**config.mk**
```make
export PLATFORM = sky130hd
export DESIGN_NAME = regfile_mp
export DESIGN_NICKNAME = d
export VERILOG_FILES = /design/src/rtl/regfile_mp_pkg.sv /design/src/rtl/regfile_mp_read_port.sv /design/src/rtl/regfile_mp.sv
export SDC_FILE = /design/constraint.sdc
export NUM_CORES = 1
export LEC_CHECK = 0
export CAP_MARGIN = 20
export CORE_ASPECT_RATIO = 1.25
export CORE_MARGIN = 2
export CORE_UTILIZATION = 30
export CTS_CLUSTER_DIAMETER = 60
export DETAILED_ROUTE_END_ITERATION = 8
export PLACE_DENSITY = 0.46
export SYNTH_ARGS = -nofsm -noshare
export SYNTH_HDL_FRONTEND = slang
export SYNTH_SLANG_ARGS = --single-unit
```
**constraint.sdc**
```tcl
create_clock -name clk -period 6.1 [get_ports clk]
set_clock_uncertainty 0.15 [all_clocks]
set_input_delay 1.83 -clock clk [delete_from_list [all_inputs] [get_ports clk]]
set_output_delay 1.83 -clock clk [all_outputs]
set_load 0.03 [all_outputs]
```
**src/rtl/regfile_mp_pkg.sv**
```systemverilog
// regfile_mp_pkg
// Shared definitions for the multi-port register file.
//   - Default geometry constants (data width, address width, depth).
//   - Clear-engine FSM state encoding.
package regfile_mp_pkg;

  localparam int DEF_DATA_WIDTH = 16;
  localparam int DEF_ADDR_WIDTH = 5;
  localparam int DEF_DEPTH      = 32;

  // IDLE is the normal operating state. CLEAR sweeps zeros through the array.
  typedef enum logic {
    IDLE  = 1'b0,
    CLEAR = 1'b1
  } rf_state_t;

endpackage

```
**src/rtl/regfile_mp_read_port.sv**
```systemverilog
// rf_read_port
// One combinational read port with write-first bypass.
// Ports:
//   busy            in  clear sweep in progress; forces the read to zero
//   raddr           in  read address
//   acc_a / acc_b   in  port A / port B write accepted this cycle
//   waddr_a/_b      in  write addresses
//   wdata_a/_b      in  write data
//   mem_data        in  array contents at raddr
//   rdata           out selected read data
module rf_read_port
  import regfile_mp_pkg::*;
#(
  parameter int DATA_WIDTH = DEF_DATA_WIDTH,
  parameter int ADDR_WIDTH = DEF_ADDR_WIDTH,
  parameter int DEPTH      = DEF_DEPTH,
  parameter bit ZERO_REG   = 1'b0
) (
  input  logic                  busy,
  input  logic [ADDR_WIDTH-1:0] raddr,
  input  logic                  acc_a,
  input  logic [ADDR_WIDTH-1:0] waddr_a,
  input  logic [DATA_WIDTH-1:0] wdata_a,
  input  logic                  acc_b,
  input  logic [ADDR_WIDTH-1:0] waddr_b,
  input  logic [DATA_WIDTH-1:0] wdata_b,
  input  logic [DATA_WIDTH-1:0] mem_data,
  output logic [DATA_WIDTH-1:0] rdata
);

  // One extra bit so DEPTH == 2**ADDR_WIDTH is representable.
  localparam logic [ADDR_WIDTH:0] DEPTH_W = (ADDR_WIDTH+1)'(DEPTH);

  logic in_range;
  assign in_range = ({1'b0, raddr} < DEPTH_W);

  // Port B is checked before port A so that a same-address double write
  // bypasses the value that will actually be stored.
  always_comb begin
    rdata = mem_data;
    if (busy || !in_range || (ZERO_REG && raddr == '0)) begin
      rdata = '0;
    end else if (acc_b && waddr_b == raddr) begin
      rdata = wdata_b;
    end else if (acc_a && waddr_a == raddr) begin
      rdata = wdata_a;
    end
  end

endmodule

```
**src/rtl/regfile_mp.sv**
```systemverilog
// regfile_mp
// Parametrised register file: NUM_RD combinational read ports, two write
// ports (B wins on address collision), write-first bypass, optional hardwired
// zero register, and a sequential clear engine run after reset or on request.
// Ports:
//   clk, rst          clock, synchronous active-low reset
//   clr_req           start a clear sweep (honoured in IDLE only)
//   busy              clear sweep in progress
//   we_a/waddr_a/wdata_a   write port A
//   we_b/waddr_b/wdata_b   write port B (priority)
//   raddr / rdata     packed read addresses / data, port k at slice k
//   wr_conflict       pulse: A and B wrote the same address last cycle
//   wr_drop           pulse: a write was discarded last cycle
module regfile_mp
  import regfile_mp_pkg::*;
#(
  parameter int DATA_WIDTH = DEF_DATA_WIDTH,
  parameter int ADDR_WIDTH = DEF_ADDR_WIDTH,
  parameter int DEPTH      = DEF_DEPTH,
  parameter int NUM_RD     = 3,
  parameter bit ZERO_REG   = 1'b0
) (
  input  logic                         clk,
  input  logic                         rst,
  input  logic                         clr_req,
  output logic                         busy,
  input  logic                         we_a,
  input  logic [ADDR_WIDTH-1:0]        waddr_a,
  input  logic [DATA_WIDTH-1:0]        wdata_a,
  input  logic                         we_b,
  input  logic [ADDR_WIDTH-1:0]        waddr_b,
  input  logic [DATA_WIDTH-1:0]        wdata_b,
  input  logic [NUM_RD*ADDR_WIDTH-1:0] raddr,
  output logic [NUM_RD*DATA_WIDTH-1:0] rdata,
  output logic                         wr_conflict,
  output logic                         wr_drop
);

  localparam logic [ADDR_WIDTH:0]   DEPTH_W  = (ADDR_WIDTH+1)'(DEPTH);
  localparam logic [ADDR_WIDTH-1:0] LAST_PTR = ADDR_WIDTH'(DEPTH-1);

  logic [DATA_WIDTH-1:0] mem [DEPTH];

  rf_state_t             state, state_nxt;
  logic [ADDR_WIDTH-1:0] clr_ptr, clr_ptr_nxt;

  logic acc_a, acc_b;
  logic drop_nxt, conflict_nxt;

  assign busy = (state == CLEAR);

  // A write is accepted only in IDLE, in range, not to a hardwired zero
  // register, and never while reset is being sampled.
  assign acc_a = rst && we_a && (state == IDLE) && ({1'b0, waddr_a} < DEPTH_W)
                 && !(ZERO_REG && waddr_a == '0);
  assign acc_b = rst && we_b && (state == IDLE) && ({1'b0, waddr_b} < DEPTH_W)
                 && !(ZERO_REG && waddr_b == '0);

  assign conflict_nxt = acc_a && acc_b && (waddr_a == waddr_b);
  assign drop_nxt     = (we_a && !acc_a) || (we_b && !acc_b);

  // Clear FSM state register.
  always_ff @(posedge clk) begin
    if (!rst) begin
      state   <= CLEAR;
      clr_ptr <= '0;
    end else begin
      state   <= state_nxt;
      clr_ptr <= clr_ptr_nxt;
    end
  end

  // Next-state: the sweep leaves CLEAR after writing the last entry, and the
  // pointer is parked at zero in IDLE so a new sweep always starts from 0.
  always_comb begin
    state_nxt   = state;
    clr_ptr_nxt = clr_ptr;
    unique case (state)
      CLEAR: begin
        if (clr_ptr == LAST_PTR) begin
          state_nxt   = IDLE;
          clr_ptr_nxt = '0;
        end else begin
          clr_ptr_nxt = clr_ptr + 1'b1;
        end
      end
      IDLE: begin
        if (clr_req) begin
          state_nxt   = CLEAR;
          clr_ptr_nxt = '0;
        end
      end
      default: begin
        state_nxt   = CLEAR;
        clr_ptr_nxt = '0;
      end
    endcase
  end

  // Array update. Port B is written after port A so it wins on collision.
  always_ff @(posedge clk) begin
    if (rst) begin
      if (state == CLEAR) begin
        mem[clr_ptr] <= '0;
      end else begin
        if (acc_a) mem[waddr_a] <= wdata_a;
        if (acc_b) mem[waddr_b] <= wdata_b;
      end
    end
  end

  // Status pulses, cleared by reset so writes seen during reset never flag.
  always_ff @(posedge clk) begin
    if (!rst) begin
      wr_conflict <= 1'b0;
      wr_drop     <= 1'b0;
    end else begin
      wr_conflict <= conflict_nxt;
      wr_drop     <= drop_nxt;
    end
  end

  for (genvar k = 0; k < NUM_RD; k++) begin : g_rd
    logic [DATA_WIDTH-1:0] mem_rd;
    assign mem_rd = mem[raddr[k*ADDR_WIDTH +: ADDR_WIDTH]];

    rf_read_port #(
      .DATA_WIDTH (DATA_WIDTH),
      .ADDR_WIDTH (ADDR_WIDTH),
      .DEPTH      (DEPTH),
      .ZERO_REG   (ZERO_REG)
    ) u_rd (
      .busy     (busy),
      .raddr    (raddr[k*ADDR_WIDTH +: ADDR_WIDTH]),
      .acc_a    (acc_a),
      .waddr_a  (waddr_a),
      .wdata_a  (wdata_a),
      .acc_b    (acc_b),
      .waddr_b  (waddr_b),
      .wdata_b  (wdata_b),
      .mem_data (mem_rd),
      .rdata    (rdata[k*DATA_WIDTH +: DATA_WIDTH])
    );
  end

endmodule

```
; ---- Word-level counts from Yosys, hierarchy flattened
; Memories as Yosys holds them, arrays and structs flattened.
; Cells that the tools add are included.
[word_totals]
ff_bits = 8
ram_bits = 512
input_bits = 62
word_cells = 63
memories = 1
[classes]
add_sub_neg = 1
eq_ne = 9
n_mux = 29
bitwise_logic = 1
n_reduce_logical = 18
[memory_table]
columns = memory, words, width, read_ports, rd_clocked_by_memory_dff, write_ports, line_no
row1 = mem, 32, 16, 3, 0, 2, regfile_mp.sv:42  ; logic [DATA_WIDTH-1:0] mem [DEPTH];
[op_table]
columns = operator, n
row1 = $mux W16, 10
row2 = $eq A5 B5 Y1, 7
row3 = $reduce_or A16 Y1, 1
row4 = $mux W5, 3
row5 = $logic_and A1 B1 Y1, 14
row6 = $mux W1, 14
row7 = $pmux W5 S2, 1
row8 = $add A5 B1 Y5 const B, 1
row9 = $eq A5 B5 Y1 const B, 1
row10 = $logic_not A1 Y1, 2
row11 = $ne A2 B2 Y1 const B, 1
row12 = $pmux W1 S2, 1
row13 = $logic_or A1 B1 Y1, 1
row14 = $not A1 Y1, 1

; ---- Logic depth before layout (Yosys ltp)
; Gate-level depths: netlist (run 1).
[logic_depth]
depth_word = 8
depth_mapped = 10
depth_no_buf = 7

; ---- Hierarchy
; Synthesis (run 1) repeated with hierarchy kept, for this count alone.
[unflattened]
hier_cells = 3622
area_unflattened_um2 = 37702.4
[modules_own_cells]
columns = mod, instances, cells_per_inst, area_each_um2, seq_area_each_um2
row1 = regfile_mp, 1, 3343, 35705.5, 15534.9
row2 = rf_read_port, 3, 93, 665.6, 0.0

; ---- Least setup slack after synthesis (run 1)
; Ideal clock, no wire load.
[synth_path]
path_kind = input to output
start = input waddr_a[2]
end = output rdata[37]
arrival_ns = 3.975
t_required_ns = 4.120
setup_slack_ns = 0.145
cell_stages = 8
path_cell_list = clkbuf_1 > xor2_1 > nor4_2 > and3_1 > clkbuf_2 > buf_2 > a221oi_1 > a211oi_1
[synth_between]
elab_chain_cells = 5
[synth_rtl]
columns = item, line_no
row1 = from (decl), regfile_mp.sv:28  ; input logic [ADDR_WIDTH-1:0] waddr_a,
row2 = $eq A5 B5 Y1, regfile_mp_read_port.sv:45  ; end else if (acc_a && waddr_a == raddr) begin
row3 = $logic_and A1 B1 Y1, regfile_mp_read_port.sv:45
row4 = $mux W16, regfile_mp_read_port.sv:45
row5 = $mux W16, regfile_mp_read_port.sv:43  ; end else if (acc_b && waddr_b == raddr) begin
row6 = $mux W16, regfile_mp_read_port.sv:41  ; if (busy || !in_range || (ZERO_REG && raddr == '0)) begin
row7 = to (decl), regfile_mp.sv:34  ; output logic [NUM_RD*DATA_WIDTH-1:0] rdata,
; No other way between the ends.

; ---- Worst setup path after layout (run 1)
[layout_path]
start = input raddr[10]
end = output rdata[47]
[layout_between]
elab_chain_cells = 5
[layout_rtl]
columns = item, line_no
row1 = from (decl), regfile_mp.sv:33  ; input logic [NUM_RD*ADDR_WIDTH-1:0] raddr,
row2 = branches (longest 3 deep; another with $mem_v2 Z32 W16), --
row3 = $mux W16 *, regfile_mp_read_port.sv:43
row4 = $mux W16 *, regfile_mp_read_port.sv:41
; Every way passes the cells marked *.

==> summary.txt, run 1 <==
Synthesis
  • Async S/R FF share, synth: 0%
  • Mapped Area: 35800 sq um
  • Syn_nets: 3245
  • Synth unique cells: 60
  • Mapped Cells: 3181
  • Main flop type after synthesis: edfxtp_1
  • Synthesized area per cell: 11.2 sq um
  • Post-synth EDFFs: 512
  • Seq cells post-synth: 520
  • Sequential fraction of the synthesis area: 43.4%
  • Synth warn: 0

Pwr
  • Reg power frac: 40.7%
  • Design Power: 9.59 mW
  • Power Density: 209 nW/um^2
  • Maximum vdd drop: 174 uV
  • Sw power: 2.59 mW
  • Sw frac: 27.0%
  • Clk pwr share: 44.4%
  • Pleak: 15.1 nW
  • Internal: 7.00 mW
  • Comb pwr share: 14.9%

Finish
  • Final Util: 38.9%
  • Commonest non-fill, non-tap cells in the layout: 610 x nand2_1, 549 x o21ai_0, 512 x edfxtp_1
  • Sequential cell area: 15500 sq um
  • Nets: 3564
  • Area of the multi-input gates: 19300 sq um
  • Filler Cell Count: 11400
  • Most common cell after layout, fill and taps aside: nand2_1
  • Layout cells sized above 1: 35.4%
  • Design Area, Final: 46000 sq um
  • Post-synthesis to final-layout area growth: 28.5%

Status
  • Outcome: finished, violations left
  • Failing checks: negative setup slack

Timing
  • Fin crit share: 101%
  • Max transition margin: 28.6%
  • Tightest Pin Transition: 1.07 ns
  • Fin Hold WS: 0.410 ns
  • Final setup margin: -0.0315 ns
  • Highest Clock Rate: 163 MHz
  • Unrepaired setup endpoints after global routing: true
  • Fin crit period: 6.13 ns
  • Setup-failing EPs final: 5
  • Final Hold Viols: 0
  • Max Slew Vio Count: 0

Critical path
  • CP arrival: 4.15 ns
  • Worst Setup End Kind: output pin
  • CP max FO: 12
  • Critical path class: primary input to output pin
  • Critical path launch point type: primary input
  • CP startpoint: raddr[10]
  • RR Startpoint: busy
  • Data required time of the critical path: 4.12 ns

Global routing
  • First-pass GRT wire length: 242000 microns
  • Total GRT Usage: 28.5%
  • Overflow after GRT: 0
  • Vias in the first global route: 30400
  • Initial antenna violation count: 4
  • Pin count of the biggest net entering global routing: 36

CTS
  • CTS H-tree depth: 3
  • Worst-skew pair later-pin latency: 0.63 ns
  • Clk buf depth: 3
  • CTS buffer count: 70
  • CTS tree: yes
  • Clock root cell: clkbuf_16
  • Clock sink total: 520
  • Clock-pin slew on the worst setup and hold paths: 0.05 ns

Floorplan
  • Die extent in y: 390 microns
  • Die W: 313 microns
  • DIE AREA: 122000 sq um
  • Number of I/O pins: 113
  • Initial Utilization: 30.3%
  • Num rows: 141
  • Floorplan core area: 118000 sq um

Drt
  • Via density: 6.05
  • First-pass DRT Iterations: 6
  • Final antenna-violating net count: 0
  • Drt wl/cell: 34.4 microns
  • Post-Route WL: 176000 microns
  • Via count: 31000
  • 1st-iter DRT viols: 3986
  • DRC Markers: 0

Place
  • PortBufs: 112
  • Dpl hpwl: 121000 microns
  • DP Area: 42600 sq um
  • GP Congestion: 1.03

Hold path
  • Hold path start: busy
  • Hold WC Path Type: flip-flop to flip-flop

Flow run
  • Max-cap violations: 0
[what timing repair did]
item	in CTS	in global routing
gates resized for setup	130	50
hold buffers	0	0
setup endpoints to repair	48	45
setup buffers	13	19
cloned	2	0
pin swaps	31	20
[worst max-delay path, stage by stage]
cell      delay (ns)
buf_6           0.11
buf_12          0.21
buf_12          0.19
mux4_2          0.50
mux2i_1         0.42
nand2_1         0.19
o211ai_1        0.25
a211oi_2        0.22
buf_12          0.19
[kinds of logic after synthesis]
kind of cell,after synthesis,share of synthesized area [%]
buffers and inverters,407,5.07
adders and majority gates,2,0.0699
xor gates and xnor gates,35,0.857
muxes,520,26.2
AOI/OAI and AO/OA,898,15.2
DFF,520,43.4
and+or+nand+nor,799,9.19
[synth_stat cells, drive strengths merged, types with 5 or more instances]
| cell type | count | share of area [%] |
|---|---|---|
| a221oi | 66 | 1.7 |
| o221a | 8 | 0.25 |
| nor2b | 30 | 0.52 |
| edfxtp | 512 | 43 |
| and3b | 8 | 0.20 |
| nor3 | 6 | 0.084 |
| and2 | 8 | 0.14 |
| o21bai | 6 | 0.13 |
| dfxtp | 8 | 0.45 |
| a221o | 11 | 0.31 |
| mux2 | 62 | 2.0 |
| nor2 | 87 | 0.91 |
| xnor2 | 11 | 0.27 |
| a21boi | 6 | 0.16 |
| buf | 110 | 1.9 |
| o31a | 6 | 0.15 |
| nor4 | 6 | 0.16 |
| clkbuf | 291 | 3.1 |
| o21ai | 562 | 7.9 |
| o211ai | 21 | 0.44 |
| o21a | 7 | 0.15 |
| a31oi | 5 | 0.087 |
| o221ai | 9 | 0.22 |
| nand2 | 613 | 6.4 |
| a21oi | 20 | 0.28 |
| nand3 | 8 | 0.11 |
| o22ai | 48 | 0.84 |
| nand3b | 9 | 0.19 |
| a22o | 7 | 0.17 |
| nand2b | 6 | 0.10 |
| inv | 6 | 0.063 |
| xor2 | 24 | 0.59 |
| a211oi | 40 | 0.90 |
| a22oi | 70 | 1.5 |
| mux4 | 326 | 21 |
| mux2i | 132 | 3.7 |
[registers in the layout (all words and copies together) (netlist names)]
name	cells
busy	1
wr_conflict	1
wr_drop	1
clr_ptr	5
mem	512
[through the flow]
step,TNS (ns),std cells,worst slack [ns]
2_1_floorplan,0,3181,0.145
3_3_place_gp,-16.19,4967,-0.818
3_5_place_dp,-15.63,4968,-0.760
4_1_cts,-0.0412,5110,-0.0375
5_1_grt,-0.0418,5129,-0.0173
6_report,-0.0883,5130,-0.0315
[routing by layer]
layer  GRT usage, %  vias to the layer above  part of all wire, %
li1               -                    12900                    -
met1           34.8                    15700                   37
met2           45.1                     1904                   45
met3           7.26                      530                   10
met4           17.7                        2                  7.5
met5              0                        -               0.0074
[power groups by stage]
stage | clock (mW) | combinational, mW | sequential [mW]
2_1_floorplan | 0 | 0.632 | 3.98
3_3_place_gp | 0 | 1.32 | 3.98
3_5_place_dp | 0 | 1.32 | 3.98
4_1_cts | 4.29 | 1.37 | 3.91
5_1_grt | 4.42 | 1.45 | 3.91
6_report | 4.25 | 1.43 | 3.91
[path summary, 6_finish.rpt]
check / to / cells past startpoint / slack [ns]
setup / recovery: rdata[47] / 9 / -0.03
hold / removal: wr_drop / 1 / 0.41
setup reg to reg: mem[1][10] / 7 / 2.49
hold reg to reg: wr_drop / 1 / 0.41
[final cells by class]
cell class	instances	area share, %
multi-input combinational	2254	42.0
inverter	6	0.0490
antenna	1	0.00544
tap	1573	4.28
clock buffer	86	4.17
clock inverter	42	0.879
sequential	520	33.8
timing repair buffer	648	14.8
No activity file was read; power rests on OpenSTA's default activity.
==> run 2: changes to the inputs <==
--- a/config.mk
+++ b/config.mk
@@ -9,9 +9,10 @@
 export CORE_ASPECT_RATIO = 1.25
 export CORE_MARGIN = 2
 export CORE_UTILIZATION = 30
+export CTS_BUF_LIST = sky130_fd_sc_hd__clkbuf_16
 export CTS_CLUSTER_DIAMETER = 60
 export DETAILED_ROUTE_END_ITERATION = 8
-export PLACE_DENSITY = 0.46
+export PLACE_DENSITY_LB_ADDON = 0.08
 export SYNTH_ARGS = -nofsm -noshare
 export SYNTH_HDL_FRONTEND = slang
 export SYNTH_SLANG_ARGS = --single-unit
==> run 2 against run 1 <==
Compared with the run above: the flow still finishes with violations (negative setup slack); via count grew 0.98%; combinational power grew 6%; total power grew 0.82%; utilization grew 0.68 points; flip-flop and latch count is the same; final area grew 1.8%; fmax grew 0.21%; register-to-register slack lost 0.20 ns; setup slack gained 0.013 ns; highest routed layer unchanged.
==> summary.txt, run 2 (synthesized netlist as in run 1, its figures left out) <==
Timing
  • Max transition margin: 27.2%
  • Fin crit period: 6.12 ns
  • Tightest Pin Transition: 1.09 ns
  • Setup_tns: -0.0611 ns
  • Unrepaired setup endpoints after global routing: true
  • Final Hold Viols: 0
  • Highest Clock Rate: 163 MHz
  • Setup-failing EPs final: 4
  • Fin crit share: 100%
  • Final setup margin: -0.0185 ns
  • Max Slew Vio Count: 0

Drt
  • Via count: 31300
  • First-pass DRT Iterations: 9
  • DRC Markers: 0
  • Via density: 6.06
  • Drt wl/cell: 36.7 microns
  • 1st-iter DRT viols: 4238
  • Final antenna-violating net count: 0
  • Post-Route WL: 190000 microns

Floorplan
  • Number of I/O pins: 113
  • Num rows: 141
  • DIE AREA: 122000 sq um
  • Die extent in y: 390 microns
  • Initial Utilization: 30.3%
  • Die W: 313 microns
  • Floorplan core area: 118000 sq um

CTS
  • Clock root cell: clkbuf_16
  • CTS buffer count: 74
  • Clk buf depth: 3
  • Clock-pin slew on the worst setup and hold paths: 0.05 ns
  • Clock sink total: 520
  • Worst-skew pair later-pin latency: 0.66 ns
  • CTS tree: yes
  • CTS H-tree depth: 3

Finish
  • Design Area, Final: 46800 sq um
  • Post-synthesis to final-layout area growth: 30.8%
  • Layout cells sized above 1: 37.0%
  • Largest regs: mem (512), clr_ptr (5)
  • Largest register FFs: 512
  • Commonest non-fill, non-tap cells in the layout: 599 x nand2_1, 548 x o21ai_0, 512 x edfxtp_1
  • Largest register by flop count: mem
  • Most common cell after layout, fill and taps aside: nand2_1
  • Nets: 3604

Place
  • Setup WS pre-CTS: -0.487 ns
  • GP Congestion: 0.980
  • DP Area: 42400 sq um
  • PortBufs: 112
  • Dpl hpwl: 129000 microns

Pwr
  • Sw power: 2.71 mW
  • Maximum vdd drop: 210 uV
  • Power Density: 207 nW/um^2
  • Pleak: 15.5 nW
  • Comb pwr share: 15.7%
  • Internal: 6.96 mW
  • Sw frac: 28.0%
  • Reg power frac: 40.4%
  • Design Power: 9.67 mW
  • Clk pwr share: 43.9%

Global routing
  • Vias in the first global route: 30600
  • Total GRT Usage: 30.3%
  • Initial antenna violation count: 8
  • Pin count of the biggest net entering global routing: 43
  • Overflow after GRT: 0
  • First-pass GRT wire length: 255000 microns

Status
  • Outcome: finished, violations left
  • Failing checks: negative setup slack

Hold path
  • Hold path start: busy
  • Hold WC Path Type: flip-flop to flip-flop

Critical path
  • Critical path launch point type: primary input
  • Critical path class: primary input to output pin
  • CP arrival: 4.14 ns
  • Max incr delay on CP: 0.34 ns
  • CP startpoint: raddr[12]
  • Worst path top cell family by delay: buffers and inverters
  • Data required time of the critical path: 4.12 ns
  • Worst Setup End Kind: output pin
  • CP Buf/Inv Count: 6
  • RR Startpoint: busy
  • Worst path cell trace: buf_6, buf_12, buf_12, mux4_2, mux2i_2, nand2_1, o211ai_1, buf_4, a211oi_1, buf_4, buf_12
  • CP max FO: 23
  • Most frequent CP cell: buf_12
  • CP max-delay cell: mux4_2

Flow run
  • Max-cap violations: 0
[run 2: worst register-to-register path: stages (launching register included)]
cell	delay (ns)
dfxtp_2	0.40
buf_4	0.63
inv_1	0.68
nor2_1	0.32
o21ai_0	0.13
or2_2	0.45
o22ai_2	0.16
buf_4	0.47
[run 2: per-layer routing]
layer	vias up	routed length (microns)	share of wire, %	global-route usage (%)
li1	13000	-	-	-
met1	15800	70100	37	36.9
met3	516	17500	9.2	6.79
met4	6	13600	7.2	17.9
met2	1923	88400	47	49.1
met5	-	47	0.025	0
[run 2: cell type report]
class / instances / area [sq um]
Multi-Input combinational cell: 2254 / 19400
Antenna cell: 2 / 5.00
Timing Repair Buffer: 684 / 7470
Sequential cell: 520 / 15500
Fill cell: 11300 / 71400
Clock inverter: 58 / 507
Tap cell: 1573 / 1970
Clock buffer: 74 / 1850
Inverter: 6 / 22.5
[run 2: what timing repair did]
action / in CTS / in global routing
pin swaps: 20 / 53
gates cloned: 2 / 7
hold buffers: 0 / 0
setup buffers: 32 / 49
setup endpoints to repair: 48 / 43
resized for setup: 114 / 129
[run 2: power groups by stage]
stage / Clock [mW] / Sequential, mW / Combinational (mW)
floorplan: 0 / 3.98 / 0.632
global placement: 0 / 3.98 / 1.33
detailed placement: 0 / 3.98 / 1.33
CTS: 4.31 / 3.91 / 1.41
global route: 4.42 / 3.91 / 1.55
finish: 4.24 / 3.91 / 1.52
[run 2: final timing paths]
kind | end | slack [ns] | depth (start not counted)
setup / recovery | rdata[37] | -0.02 | 11
hold / removal | wr_drop | 0.38 | 1
setup reg to reg | mem[13][12] | 2.29 | 7
hold reg to reg | wr_drop | 0.38 | 1
[run 2: per-stage QoR]
| stage | util (%) | std cells | hold slack [ns] |
|---|---|---|---|
| floorplan | - | 3181 | 0.357 |
| global placement | 35.8 | 4951 | 0.373 |
| detailed placement | 35.9 | 4953 | 0.368 |
| CTS | 38.6 | 5119 | 0.379 |
| global route | 39.6 | 5169 | 0.406 |
| finish | 39.6 | 5171 | 0.385 |
